**src/rtl/lfsr_range_sampler.sv**
```systemverilog
// Range-filtering sampler for an LFSR stream: accepts values below Range_Max into a FWFT FIFO
// and flags LFSR lock-up. Define LFSR_SAMPLER_STATS_EN to add the rej_count statistics output.
`timescale 1ns/1ps
module lfsr_range_sampler #(
  parameter int No_of_Bits  = 5,
  parameter int Range_Max   = 20,
  parameter int Fifo_Depth  = 4,
  parameter int Stuck_Limit = 8
) (
  input  logic                              clk,
  input  logic                              areset,
  input  logic                              enable,
  input  logic                              clear_err,
  input  logic [No_of_Bits-1:0]             rnd_in,
  output logic [No_of_Bits-1:0]             out_data,
  output logic                              out_valid,
  input  logic                              out_ready,
  output logic [$clog2(Fifo_Depth+1)-1:0]   fifo_level,
`ifdef LFSR_SAMPLER_STATS_EN
  output logic [15:0]                       rej_count,
`endif
  output logic                              stuck_err
);

  localparam int AW = $clog2(Fifo_Depth);
  localparam int LW = $clog2(Fifo_Depth + 1);
  localparam int SW = $clog2(Stuck_Limit);
  // One extra bit so Range_Max == 2**No_of_Bits still compares correctly.
  localparam logic [No_of_Bits:0] RANGE_LIM = (No_of_Bits + 1)'(Range_Max);
  localparam logic [SW-1:0]       STUCK_TGT = SW'(Stuck_Limit - 2);
  localparam logic [LW-1:0]       FULL_LVL  = LW'(Fifo_Depth);

  typedef enum logic [1:0] {
    S_IDLE = 2'd0,
    S_RUN  = 2'd1,
    S_ERR  = 2'd2
  } state_t;

  state_t                  state_q, state_d;
  logic [No_of_Bits-1:0]   mem_q [Fifo_Depth];
  logic [AW-1:0]           wr_ptr_q, wr_ptr_d;
  logic [AW-1:0]           rd_ptr_q, rd_ptr_d;
  logic [LW-1:0]           level_q, level_d;
  logic [No_of_Bits-1:0]   last_q;
  logic [SW-1:0]           stuck_cnt_q, stuck_cnt_d;
  logic                    stuck_err_q, stuck_err_d;
  logic [Fifo_Depth-1:0]   wr_en;

  logic in_range;
  logic is_repeat;
  logic lockup;
  logic pop;
  logic push;

  assign in_range  = ({1'b0, rnd_in} < RANGE_LIM);
  assign is_repeat = (rnd_in == last_q);
  // The sample that completes the repeat run (or any zero) is the lock-up sample itself.
  assign lockup    = (state_q == S_RUN) &&
                     ((rnd_in == '0) || (is_repeat && (stuck_cnt_q == STUCK_TGT)));
  assign pop       = (level_q != '0) && out_ready;
  assign push      = (state_q == S_RUN) && !lockup && in_range &&
                     ((level_q != FULL_LVL) || pop);

  generate
    for (genvar gi = 0; gi < Fifo_Depth; gi++) begin : g_wr_en
      assign wr_en[gi] = push && (wr_ptr_q == AW'(gi));
    end
  endgenerate

  always_comb begin
    state_d     = state_q;
    stuck_err_d = stuck_err_q;
    stuck_cnt_d = '0;
    case (state_q)
      S_IDLE: begin
        if (enable) state_d = S_RUN;
      end
      S_RUN: begin
        if (lockup) begin
          state_d     = S_ERR;
          stuck_err_d = 1'b1;
        end else if (!enable) begin
          state_d = S_IDLE;
        end else if (is_repeat) begin
          stuck_cnt_d = stuck_cnt_q + 1'b1;
        end
      end
      S_ERR: begin
        if (clear_err) begin
          state_d     = enable ? S_RUN : S_IDLE;
          stuck_err_d = 1'b0;
        end
      end
      default: state_d = S_IDLE;
    endcase
  end

  always_comb begin
    wr_ptr_d = wr_ptr_q;
    rd_ptr_d = rd_ptr_q;
    level_d  = level_q;
    if (push) wr_ptr_d = wr_ptr_q + 1'b1;
    if (pop)  rd_ptr_d = rd_ptr_q + 1'b1;
    case ({push, pop})
      2'b10:   level_d = level_q + 1'b1;
      2'b01:   level_d = level_q - 1'b1;
      default: level_d = level_q;
    endcase
  end

  always_ff @(posedge clk or negedge areset) begin
    if (!areset) begin
      state_q     <= S_IDLE;
      wr_ptr_q    <= '0;
      rd_ptr_q    <= '0;
      level_q     <= '0;
      last_q      <= '0;
      stuck_cnt_q <= '0;
      stuck_err_q <= 1'b0;
    end else begin
      state_q     <= state_d;
      wr_ptr_q    <= wr_ptr_d;
      rd_ptr_q    <= rd_ptr_d;
      level_q     <= level_d;
      last_q      <= rnd_in;
      stuck_cnt_q <= stuck_cnt_d;
      stuck_err_q <= stuck_err_d;
    end
  end

  always_ff @(posedge clk or negedge areset) begin
    if (!areset) begin
      for (int i = 0; i < Fifo_Depth; i++) mem_q[i] <= '0;
    end else begin
      for (int i = 0; i < Fifo_Depth; i++) begin
        if (wr_en[i]) mem_q[i] <= rnd_in;
      end
    end
  end

`ifdef LFSR_SAMPLER_STATS_EN
  logic [15:0] rej_q, rej_d;

  always_comb begin
    rej_d = rej_q;
    if ((state_q == S_ERR) && clear_err) begin
      rej_d = '0;
    end else if ((state_q == S_RUN) && !lockup && !in_range && (rej_q != 16'hFFFF)) begin
      rej_d = rej_q + 16'd1;
    end
  end

  always_ff @(posedge clk or negedge areset) begin
    if (!areset) rej_q <= '0;
    else         rej_q <= rej_d;
  end

  assign rej_count = rej_q;
`endif

  // Head is masked while empty so stale entries never leak onto the bus.
  assign out_valid  = (level_q != '0);
  assign out_data   = out_valid ? mem_q[rd_ptr_q] : '0;
  assign fifo_level = level_q;
  assign stuck_err  = stuck_err_q;

endmodule
```
**config.mk**
```make
export PLATFORM = sky130hd
export DESIGN_NAME = lfsr_range_sampler
export DESIGN_NICKNAME = d
export VERILOG_FILES = /design/src/rtl/lfsr_range_sampler.sv
export SDC_FILE = /design/constraint.sdc
export NUM_CORES = 1
export LEC_CHECK = 0
export CORE_ASPECT_RATIO = 0.5
export CORE_MARGIN = 3
export CORE_UTILIZATION = 40
export CTS_CLUSTER_SIZE = 25
export DETAILED_ROUTE_END_ITERATION = 8
export GPL_ROUTABILITY_DRIVEN = 0
export GPL_TIMING_DRIVEN = 1
export PLACE_DENSITY = 0.63
export SYNTH_ARGS = -nofsm -noshare
export SYNTH_HDL_FRONTEND = slang
export SYNTH_SLANG_ARGS = --single-unit
```
**constraint.sdc**
```tcl
create_clock -name clk -period 2.3 [get_ports clk]
set_input_delay 0.46 -clock clk [delete_from_list [all_inputs] [get_ports clk]]
set_output_delay 0.46 -clock clk [all_outputs]
set_load 0.01 [all_outputs]
```
# Word level (Yosys, flattened, before mapping)
# Cells that the tools add are included.
[totals] out_inout_bits=10 in_bits=10 wordCells=72 register_bits=38
[op_classes] reduce_logical=21 addsub=5 eq_ne=14 bitwise_logic=1 n_lt_le_gt_ge=2 n_mux=18
[op_table] operator="$mux 5" n=3
[op_table] operator="$mux 3" n=4
[op_table] operator="$bmux 5 s2" n=1
[op_table] operator="$logic_and 1x1->1" n=10
[op_table] operator="$eq 2x2->1 const B" n=4
[op_table] operator="$mux 2" n=4
[op_table] operator="$add 3x1->3 const B" n=2
[op_table] operator="$eq 2x1->1 const B" n=3
[op_table] operator="$ne 2x2->1 const B" n=3
[op_table] operator="$ne 3x3->1 const B" n=2
[op_table] operator="$pmux 2 s3" n=1
[op_table] operator="$pmux 3 s2" n=1
[op_table] operator="$reduce_and 3->1" n=2
[op_table] operator="$eq 5x5->1" n=1
[op_table] operator="$logic_not 5->1" n=1
[op_table] operator="$lt 5x5->1 const B" n=1
[op_table] operator="$add 2x1->2 const B" n=2
[op_table] operator="$logic_not 2->1" n=2
[op_table] operator="$reduce_bool 2->1" n=2
[op_table] operator="$eq 3x3->1 const B" n=1
[op_table] operator="$ge 3x3->1 const B" n=1
[op_table] operator="$mux 1" n=3
[op_table] operator="$not 2->3" n=1
[op_table] operator="$reduce_bool 3->1" n=1
[op_table] operator="other kinds (4)" n=5

# Longest topological paths before layout
# Gate-level depths: netlist (run 1).
[depth] word_depth=10 ltp_mapped=9 depth_no_buf=9

# Least setup slack after synthesis (run 1)
# OpenSTA, ideal clock, no wires.
[synth_timing] kind="input to register" start="input port rnd_in[2]" end="register level_q[2] (netlist: fifo_level[2])" setup_time_ns=0.126 path_buffers=0 cell_stages=8 setup_slack_ns=-0.111 required_ns=2.174 arrival_ns=2.285 path_cell_list="or4_4 > o211a_4 > o211ai_4 > nor2b_1 > fa_1 > nand3b_1 > o22ai_1 > a311o_1"
[synth_via] elab_chain_len=10 elab_cells_between_ends=14 cone_classes="order compare: 1; eq/ne: 3; mux: 1; reduce/logical: 9"
[synth_lines] element="from (decl)" line_no="14" text="input logic [No_of_Bits-1:0] rnd_in,"
[synth_lines] element="$eq 5x5->1" line_no="56" text="assign is_repeat = (rnd_in == last_q);"
[synth_lines] element="$logic_and 1x1->1" line_no="59" text="((rnd_in == '0) || (is_repeat && (stuck_cnt_q == STUCK_TGT)));"
[synth_lines] element="$logic_or 1x1->1" line_no="59"
[synth_lines] element="$logic_and 1x1->1" line_no="58" text="assign lockup = (state_q == S_RUN) &&"
[synth_lines] element="$logic_not 1->1" line_no="61" text="assign push = (state_q == S_RUN) && !lockup && in_range &&"
[synth_lines] element="$logic_and 1x1->1" line_no="61"
[synth_lines] element="$logic_and 1x1->1 * (2 in a row)" line_no="61"
[synth_lines] element="$eq 2x1->1 / $eq 2x2->1 (equally long branches)" line_no="104" text="case ({push, pop})"
[synth_lines] element="$pmux 3 s2 / $reduce_bool 2->1 (equally long branches)"
[synth_lines] element="to (signal assigned)" line_no="124" text="level_q <= level_d;"
[synth_lines] element="to (decl)" line_no="43" text="logic [LW-1:0] level_q, level_d;"
# Mark *: on every way between the ends. The rest lies on a longest branch, timed or not.
# A chain may end at the register's enable or synchronous reset.

# Worst setup path in the final report (run 1)
# Same ends and word-level chain as after synthesis.

==> impl_metrics.ini, run 1 <==
[outcome]
status = completed

[power_and_ir_drop]
p_leak_uw = 0.00106
power.total_uw = 2770
power_density_nw_per_um2 = 1170
max-vdd-ir-drop_v = 0.000424

[hold_path]
hold_path_class = in -> async

[run]
cap_violations = 0

[logic_synthesis]
yosysUniqueCellTypes = 32
synth_enable_flop_cells = 0
syn_area_um2 = 1880
syn-num-nets = 164
ys_ff_latch = 38
yosysWarnings = 0
ys_seq_area_share_pct = 50.7
syn_avg_cell_area_um2 = 12.8
synth_flop_cell = dfrtp_1
synth_cells = 147
async_flop_share_pct = 100

[placed_design]
portBuffers = 19
hpwl_mm = 2.78

[worst_setup_path]
cp.arrival_ns = 2.40
critPathKind = in -> reg
end_kind = register
crit_required_ns = 2.47
cp_max_fo = 3
critPathLaunchType = input pin

[die]
io_pins = 20
row_count = 16
dieArea_um2 = 5600
die_height_um = 54.4
core_area_um2 = 4200
start_util_pct = 44.6
dieWidth_um = 103

[cells_and_area]
fin_nets = 207
area_growth_pct = 25.8
antenna-diode-count = 0
layout-drive-gt1-share_pct = 36.0
utilization_pct = 56.1

[timing]
hold_viol = 0
rsz0062_at_grt = false
maxSlewViolCount = 0
setup_viol = 0
layout_min_cycle_time_ns = 2.24
skew_ns = 0.00782
clock.fmax_mhz = 447
finalCritPeriodShare_pct = 97.2
max_slew.worst_pin.slew_ns = 0.426
relSlewSlack_pct = 71.6

[clock_network]
cts_buffer_depth = 2
h-tree-depth = 2
holdBufCountCts = 0
cts_made_buffers = 5
cts_sinks = 38
tritoncts = yes
clkLatencyLatePin_ns = 0.28
cts-root-buf = clkbuf_8
clkTransAtPathRegs_ns = 0.07

[routing]
drtIter0Drc = 43
num_vias = 1249
drt-total-wl_mm = 3.74
firstDrtPassIters = 4
ant_nets = 0
wl_per_cell_um = 15.4
drcViolationCount = 0
viasPerCell = 5.14

[global_routing]
grt_pass1_wl_mm = 6.33
grt_remaining_overflow = 0
first_global_vias = 1245
grt_max_degree = 22
antenna_found_initial = 0
grt_usage_pct = 15.7
## stage by stage
stage	hold WS [ns]	setup WS (ns)	setup TNS (ns)	cell area, µm²	instances
after CTS	0.126	0.0170	0	2360	242
final	0.104	0.0641	0	2360	243
after global routing	0.124	0.00531	0	2360	243
after floorplan	0.164	-0.0915	-0.134	1890	147
after detailed placement	0.434	-0.501	-11.06	2280	236
after global placement	0.423	-0.505	-11.08	2280	236
## path summary, 6_finish.rpt
kind                            cells past startpoint                      from                         to  slack (ns)
worst max-delay path                                9                 rnd_in[2]  fifo_level[2]$_DFFE_PN0P_        0.06
worst min-delay path                                1                    areset    wr_ptr_q[0]$_DFFE_PN0P_        0.10
worst max register to register                      9  stuck_cnt_q[0]$_DFF_PN0_  fifo_level[2]$_DFFE_PN0P_        0.16
worst min register to register                      1  stuck_cnt_q[0]$_DFF_PN0_   stuck_cnt_q[0]$_DFF_PN0_        0.46
max in group asynchronous                           2                    areset      mem_q[12]$_DFFE_PN0P_        1.56
min in group clk                                    1  stuck_cnt_q[0]$_DFF_PN0_   stuck_cnt_q[0]$_DFF_PN0_        0.46
## power by group
group	internal (µW)	switching (µW)	leakage [µW]
Combinational	744	518	0.000556
Clock	231	217	0.0000431
Sequential	918	143	0.000463
Total	1890	878	0.00106
## logic make-up (layout without fill, tap and decap cells)
kind of cell,after synthesis,after routing,synth area share [%]
buffers and inverters,9,51,1.80
DFF,38,38,50.7
and+or+nand+nor,41,41,11.3
xor gates and xnor gates,11,11,5.14
adders and majority gates,7,7,5.07
muxes,26,26,18.6
AOI/OAI and AO/OA,15,15,7.41
## per-layer routing
layer	up-vias	GRT usage [%]	share of wire [%]
met2	23	23.6	44
met4	0	5.59	0.59
li1	601	-	-
met5	-	0	0
met1	621	22.0	51
met3	4	4.33	4.2
## flip-flops by register name (all words and copies together), names as in the netlist
register / count
stuck_cnt_q: 3
rd_ptr_q: 2
state_q: 2
wr_ptr_q: 2
fifo_level: 3
mem_q: 20
stuck_err: 1
last_q: 5
## cells in the final DEF, fill, tap and decap left out, types with 2 or more instances in the layout
master           instances
clkbuf_8                 6
buf_4                   19
nand3_1                  2
dfrtp_1                 38
nand4_1                  2
a21oi_1                  2
dlygate4sd2_1            5
ha_1                     6
clkdlybuf4s50_1          8
nand2_4                  2
xnor2_1                 11
nor2_1                  10
nand2_1                 10
mux4_2                   5
mux2_2                  21
nand3b_1                 2
and2_1                   6
nand2_2                  2
inv_1                    6
o21ai_0                  4
clkbuf_2                 4
## critical path, cell delays in order
cell      delay, ns
clkbuf_2       0.09
or4_4          0.53
o211a_4        0.28
o211ai_4       0.09
nor2b_4        0.18
fa_2           0.21
nand3b_1       0.13
o22ai_1        0.10
a311o_1        0.32
## final cells by class
type,count,area [µm²]
timing repair buffer,39,324
tap,54,67.6
sequential,38,951
multi-input combinational,100,911
clock buffer,6,82.6
fill,369,1850
inverter,6,22.5
## Yosys cell counts, drive strengths merged (2+ instances only)
cell type | n | area [µm²]
o211ai | 2 | 28.8
nor2 | 10 | 37.5
ha | 6 | 75.1
nand2 | 14 | 62.6
xnor2 | 11 | 96.3
clkbuf | 2 | 7.51
inv | 6 | 22.5
nand3b | 2 | 15.0
a21oi | 2 | 10.0
mux2 | 21 | 236
nand3 | 2 | 10.0
mux4 | 5 | 113
and2 | 6 | 37.5
o21ai | 4 | 20.0
nand4 | 2 | 12.5
dfrtp | 38 | 951
## timing repair
item	in CTS	in global routing
pin swaps	4	6
buffers inserted	0	1
setup endpoints to repair	27	11
gates resized for setup	11	9
No activity file was read; power rests on OpenSTA's default activity.
==> inputs of run 2 (changes only) <==
--- a/config.mk
+++ b/config.mk
@@ -5,14 +5,15 @@
 export SDC_FILE = /design/constraint.sdc
 export NUM_CORES = 1
 export LEC_CHECK = 0
+export CAP_MARGIN = 30
 export CORE_ASPECT_RATIO = 0.5
 export CORE_MARGIN = 3
-export CORE_UTILIZATION = 40
+export CORE_UTILIZATION = 45
 export CTS_CLUSTER_SIZE = 25
 export DETAILED_ROUTE_END_ITERATION = 8
 export GPL_ROUTABILITY_DRIVEN = 0
 export GPL_TIMING_DRIVEN = 1
-export PLACE_DENSITY = 0.63
+export PLACE_DENSITY = 0.69
 export SYNTH_ARGS = -nofsm -noshare
 export SYNTH_HDL_FRONTEND = slang
 export SYNTH_SLANG_ARGS = --single-unit
==> impl_metrics.ini, run 2 (synthesis results as in run 1) <==
[power_and_ir_drop]
p_clk_share_pct = 19.9
switching_share_pct = 31.1
p_leak_uw = 0.00106
max-vdd-ir-drop_v = 0.000530
combPwrFrac_pct = 43.5
internal-power_uw = 2000
p_switching_uw = 905
p_seq_share_pct = 36.6
power_density_nw_per_um2 = 1220

[cells_and_area]
fin_nets = 205
finish.instance_area_um2 = 2380
antenna-diode-count = 0
utilization_pct = 64.1
final_common_cell = dfrtp_1
final_cell_mix = dfrtp_1 (38), mux2_2 (21), buf_4 (17)
area_growth_pct = 27.0
reg.largest.list = mem_q: 20 flops, last_q: 5 flops
regArea_um2 = 951
fillers = 293
largest_reg_flops = 20
layout-drive-gt1-share_pct = 36.2
multi_input_area_um2 = 918
top_register = mem_q

[worst_setup_path]
max_stage_delay_ns = 0.43
critPathKind = in -> reg
cp_max_fo = 3
cp_cell_sequence = clkdlybuf4s15_1 -> or4_4 -> o211a_4 -> o211ai_4 -> nor2b_4 -> fa_2 -> nand3b_1 -> o22ai_1 -> a311o_1
r2r-end = fifo_level[2]$_DFFE_PN0P_
cpLargestDelayFamily = compound AO/OA/AOI/OAI gates
regToRegStartpoint = stuck_cnt_q[0]$_DFF_PN0_
critPathLaunchType = input pin
crit_required_ns = 2.48
regToRegSetupSlack_ns = 0.19
ff2ff_path_depth = 10
crit_slowest_cell = or4_4
end_kind = register
path_buf_inv = 1
cp.arrival_ns = 2.41

[placed_design]
portBuffers = 19
dpl-instance-area_um2 = 2270
hpwl_mm = 2.63

[routing]
firstDrtPassIters = 4
num_vias = 1273
drcViolationCount = 0
viasPerCell = 5.33
drtIter0Drc = 60
wl_per_cell_um = 15.1
drt-total-wl_mm = 3.61
ant_nets = 0

[clock_network]
cts_sinks = 38
postCtsSetupBuffers = 0
cts_made_buffers = 5
clkLatencyLatePin_ns = 0.29
holdBufCountCts = 0
tritoncts = yes
cts_buffer_depth = 2
clkTransAtPathRegs_ns = 0.07
h-tree-depth = 2
cts-root-buf = clkbuf_8

[timing]
setup_viol = 0
relSlewSlack_pct = 45.5
fin_setup_tns_ns = 0
max_slew.worst_pin.slew_ns = 0.818
finalCritPeriodShare_pct = 96.9
maxSlewViolCount = 0
layout_min_cycle_time_ns = 2.23
hold_viol = 0
rsz0062_at_grt = false
clock.fmax_mhz = 449
skew_ns = 0.00249

[outcome]
status = completed

[die]
start_util_pct = 50.5
die_height_um = 51.7
io_pins = 20
core_area_um2 = 3720
dieWidth_um = 97.3
dieArea_um2 = 5030
row_count = 15

[hold_path]
hold_path_class = in -> async

[global_routing]
grt_max_degree = 39
grt_usage_pct = 16.7
first_global_vias = 1274
antenna_found_initial = 0
grt_pass1_wl_mm = 6.23
grt_remaining_overflow = 0

[run]
cap_violations = 0
run 2: what timing repair did:
item                                    in CTS  in global routing
endpoints found under the setup margin      27                 17
pin swaps                                    2                  6
gates resized for setup                     10                 10
run 2: area by class of cell:
class / count / area share [%]
clock buffer: 6 / 3.47
multi-input combinational: 100 / 38.6
inverter: 6 / 0.945
timing repair buffer: 37 / 13.2
clock inverter: 1 / 1.26
sequential: 38 / 39.9
tap: 51 / 2.68
run 2: worst max-delay path by stage:
stage	startpoint	to	slack, ns	cells after the start
2_1_floorplan	rnd_in[2]	fifo_level[2]$_DFFE_PN0P_	-0.09	8
3_3_place_gp	rnd_in[2]	fifo_level[2]$_DFFE_PN0P_	-0.50	9
3_5_place_dp	rnd_in[2]	fifo_level[2]$_DFFE_PN0P_	-0.55	9
4_1_cts	rnd_in[2]	fifo_level[2]$_DFFE_PN0P_	0.008	9
5_1_grt	rnd_in[0]	fifo_level[2]$_DFFE_PN0P_	0.001	9
6_report	rnd_in[0]	fifo_level[2]$_DFFE_PN0P_	0.07	9
run 2: metal layers:
layer,wire length (µm),vias to the layer above,global-route usage (%)
met2,1650,28,27.5
li1,-,599,-
met5,0,-,0
met3,165,10,4.42
met4,83,0,8.28
met1,1720,636,20.8
run 2: power by group through the flow:
| stage | Combinational [µW] | Sequential [µW] | Clock [µW] |
|---|---|---|---|
| after floorplan | 791 | 1060 | 0 |
| after global placement | 1290 | 1060 | 0 |
| after detailed placement | 1330 | 1080 | 0 |
| after CTS | 1280 | 1070 | 594 |
| after global routing | 1390 | 1100 | 621 |
| final | 1260 | 1070 | 579 |
run 2: stage by stage:
stage / setup WS, ns / cells / hold WS, ns / total power (µW)
2_1_floorplan: -0.0915 / 147 / 0.164 / 1850
3_3_place_gp: -0.496 / 232 / 0.453 / 2360
3_5_place_dp: -0.545 / 232 / 0.453 / 2410
4_1_cts: 0.00768 / 239 / 0.294 / 2940
5_1_grt: 0.00118 / 239 / 0.324 / 3110
6_report: 0.0710 / 239 / 0.260 / 2910
==> inputs of run 3 (changes only) <==
--- a/config.mk
+++ b/config.mk
@@ -14,6 +14,8 @@
 export GPL_ROUTABILITY_DRIVEN = 0
 export GPL_TIMING_DRIVEN = 1
 export PLACE_DENSITY = 0.69
+export REMOVE_ABC_BUFFERS = 1
+export SETUP_SLACK_MARGIN = 0.4
 export SYNTH_ARGS = -nofsm -noshare
 export SYNTH_HDL_FRONTEND = slang
 export SYNTH_SLANG_ARGS = --single-unit
==> impl_metrics.ini, run 3 (synthesis results as in run 1) <==
[routing]
drt-total-wl_mm = 3.72
drcViolationCount = 0
num_vias = 1256
firstDrtPassIters = 4
viasPerCell = 5.09
ant_nets = 0
wl_per_cell_um = 15.0
drtIter0Drc = 27

[global_routing]
grt_max_degree = 39
antenna_found_initial = 0
first_global_vias = 1262
grt_pass1_wl_mm = 6.24
grt_remaining_overflow = 0
grt_usage_pct = 16.7

[worst_setup_path]
crit_required_ns = 2.48
startpoint = rnd_in[0]
r2r-end = fifo_level[2]$_DFFE_PN0P_
critPathKind = in -> reg
critPathLaunchType = input pin
cp_max_fo = 3
end_kind = register
regToRegStartpoint = stuck_cnt_q[0]$_DFF_PN0_
ff2ff_path_depth = 9
cp.arrival_ns = 2.31
regToRegSetupSlack_ns = 0.19

[cells_and_area]
reg.largest.list = mem_q: 20 flops, last_q: 5 flops
layout-drive-gt1-share_pct = 46.4
area_growth_pct = 33.6
top_register = mem_q
largest_reg_flops = 20
final_common_cell = dfrtp_1
final_cell_mix = dfrtp_1 (38), buf_4 (21), mux2_2 (20)
fin_nets = 213
utilization_pct = 67.4
antenna-diode-count = 0

[timing]
clock.fmax_mhz = 471
relSlewSlack_pct = 45.9
layout_min_cycle_time_ns = 2.13
skew_ns = 0.00421
rsz0062_at_grt = true
finalCritPeriodShare_pct = 92.4
setup_viol = 0
maxSlewViolCount = 0
max_slew.worst_pin.slew_ns = 0.812
timing.hold.ws_ns = 0.255
hold_viol = 0
finalWorstSetupSlack_ns = 0.175

[die]
dieArea_um2 = 5030
dieWidth_um = 97.3
die_height_um = 51.7
start_util_pct = 50.5
io_pins = 20
row_count = 15
core_area_um2 = 3720

[outcome]
status = completed

[clock_network]
tritoncts = yes
cts_buffer_depth = 2
cts-root-buf = clkbuf_8
clkLatencyLatePin_ns = 0.29
cts_made_buffers = 5
cts_sinks = 38
clkTransAtPathRegs_ns = 0.07
holdBufCountCts = 0
h-tree-depth = 2

[placed_design]
pre_cts_slack_ns = -0.570
portBuffers = 19
hpwl_mm = 2.56

[hold_path]
hold_path_class = in -> async

[run]
cap_violations = 0

[power_and_ir_drop]
max-vdd-ir-drop_v = 0.000388
p_leak_uw = 0.00114
power_density_nw_per_um2 = 1200
-- run 3: cell count changes in the layout (fill, tap and decap cells not counted), sizes merged --
cell           previous run  this run
clkbuf                    9         5
dlygate4sd2               5         2
clkinv                    0         2
buf                      19        35
bufinv                    1         0
dlymetal6s2s              1         0
clkdlybuf4s50             8         7
-- run 3: final cells by class --
| type | count | area [µm²] |
|---|---|---|
| Clock inverter | 2 | 10.0 |
| Tap cell | 51 | 63.8 |
| Sequential cell | 38 | 951 |
| Inverter | 6 | 22.5 |
| Fill cell | 274 | 1210 |
| Multi-Input combinational cell | 100 | 986 |
| Clock buffer | 5 | 68.8 |
| Timing Repair Buffer | 45 | 404 |
-- run 3: power by group --
part	internal (µW)	switching, µW
Clock	203	231
Combinational	925	588
Sequential	918	150
Total	2050	968
-- run 3: worst max-delay path: stages --
cell	delay (ns)
buf_6	0.09
or4_4	0.53
o211a_4	0.26
o211ai_4	0.08
nor2b_4	0.18
fa_2	0.21
nand3b_1	0.14
o22ai_1	0.09
a311o_1	0.27
-- run 3: repair_timing --
| item | 4_1_cts | 5_1_grt |
|---|---|---|
| buffers inserted | 2 | 9 |
| gates resized for setup | 49 | 20 |
| endpoints found under the setup margin | 31 | 31 |
| pin swaps | 11 | 11 |
-- run 3: layer usage --
metal	vias to the layer above	share of wire [%]	wire, µm	GRT usage (%)
met4	0	2.3	84	8.28
met2	20	45	1670	25.7
met3	9	4.1	154	4.95
met1	615	49	1800	21.9
met5	-	0	0	0
li1	612	-	-	-
-- run 3: through the flow --
stage	setup TNS (ns)	std cells	power [µW]	area, µm²
2_1_floorplan	-0.111	144	1820	1860
3_3_place_gp	-9.52	229	2340	2240
3_5_place_dp	-10.14	229	2370	2240
4_1_cts	0	238	2790	2340
5_1_grt	0	247	3220	2510
6_report	0	247	3010	2510
-- run 3: worst max path at each step --
stage | to
after floorplan | fifo_level[2]$_DFFE_PN0P_
after global placement | fifo_level[2]$_DFFE_PN0P_
after detailed placement | fifo_level[2]$_DFFE_PN0P_
after CTS | fifo_level[2]$_DFFE_PN0P_
after global routing | fifo_level[2]$_DFFE_PN0P_
final | fifo_level[2]$_DFFE_PN0P_
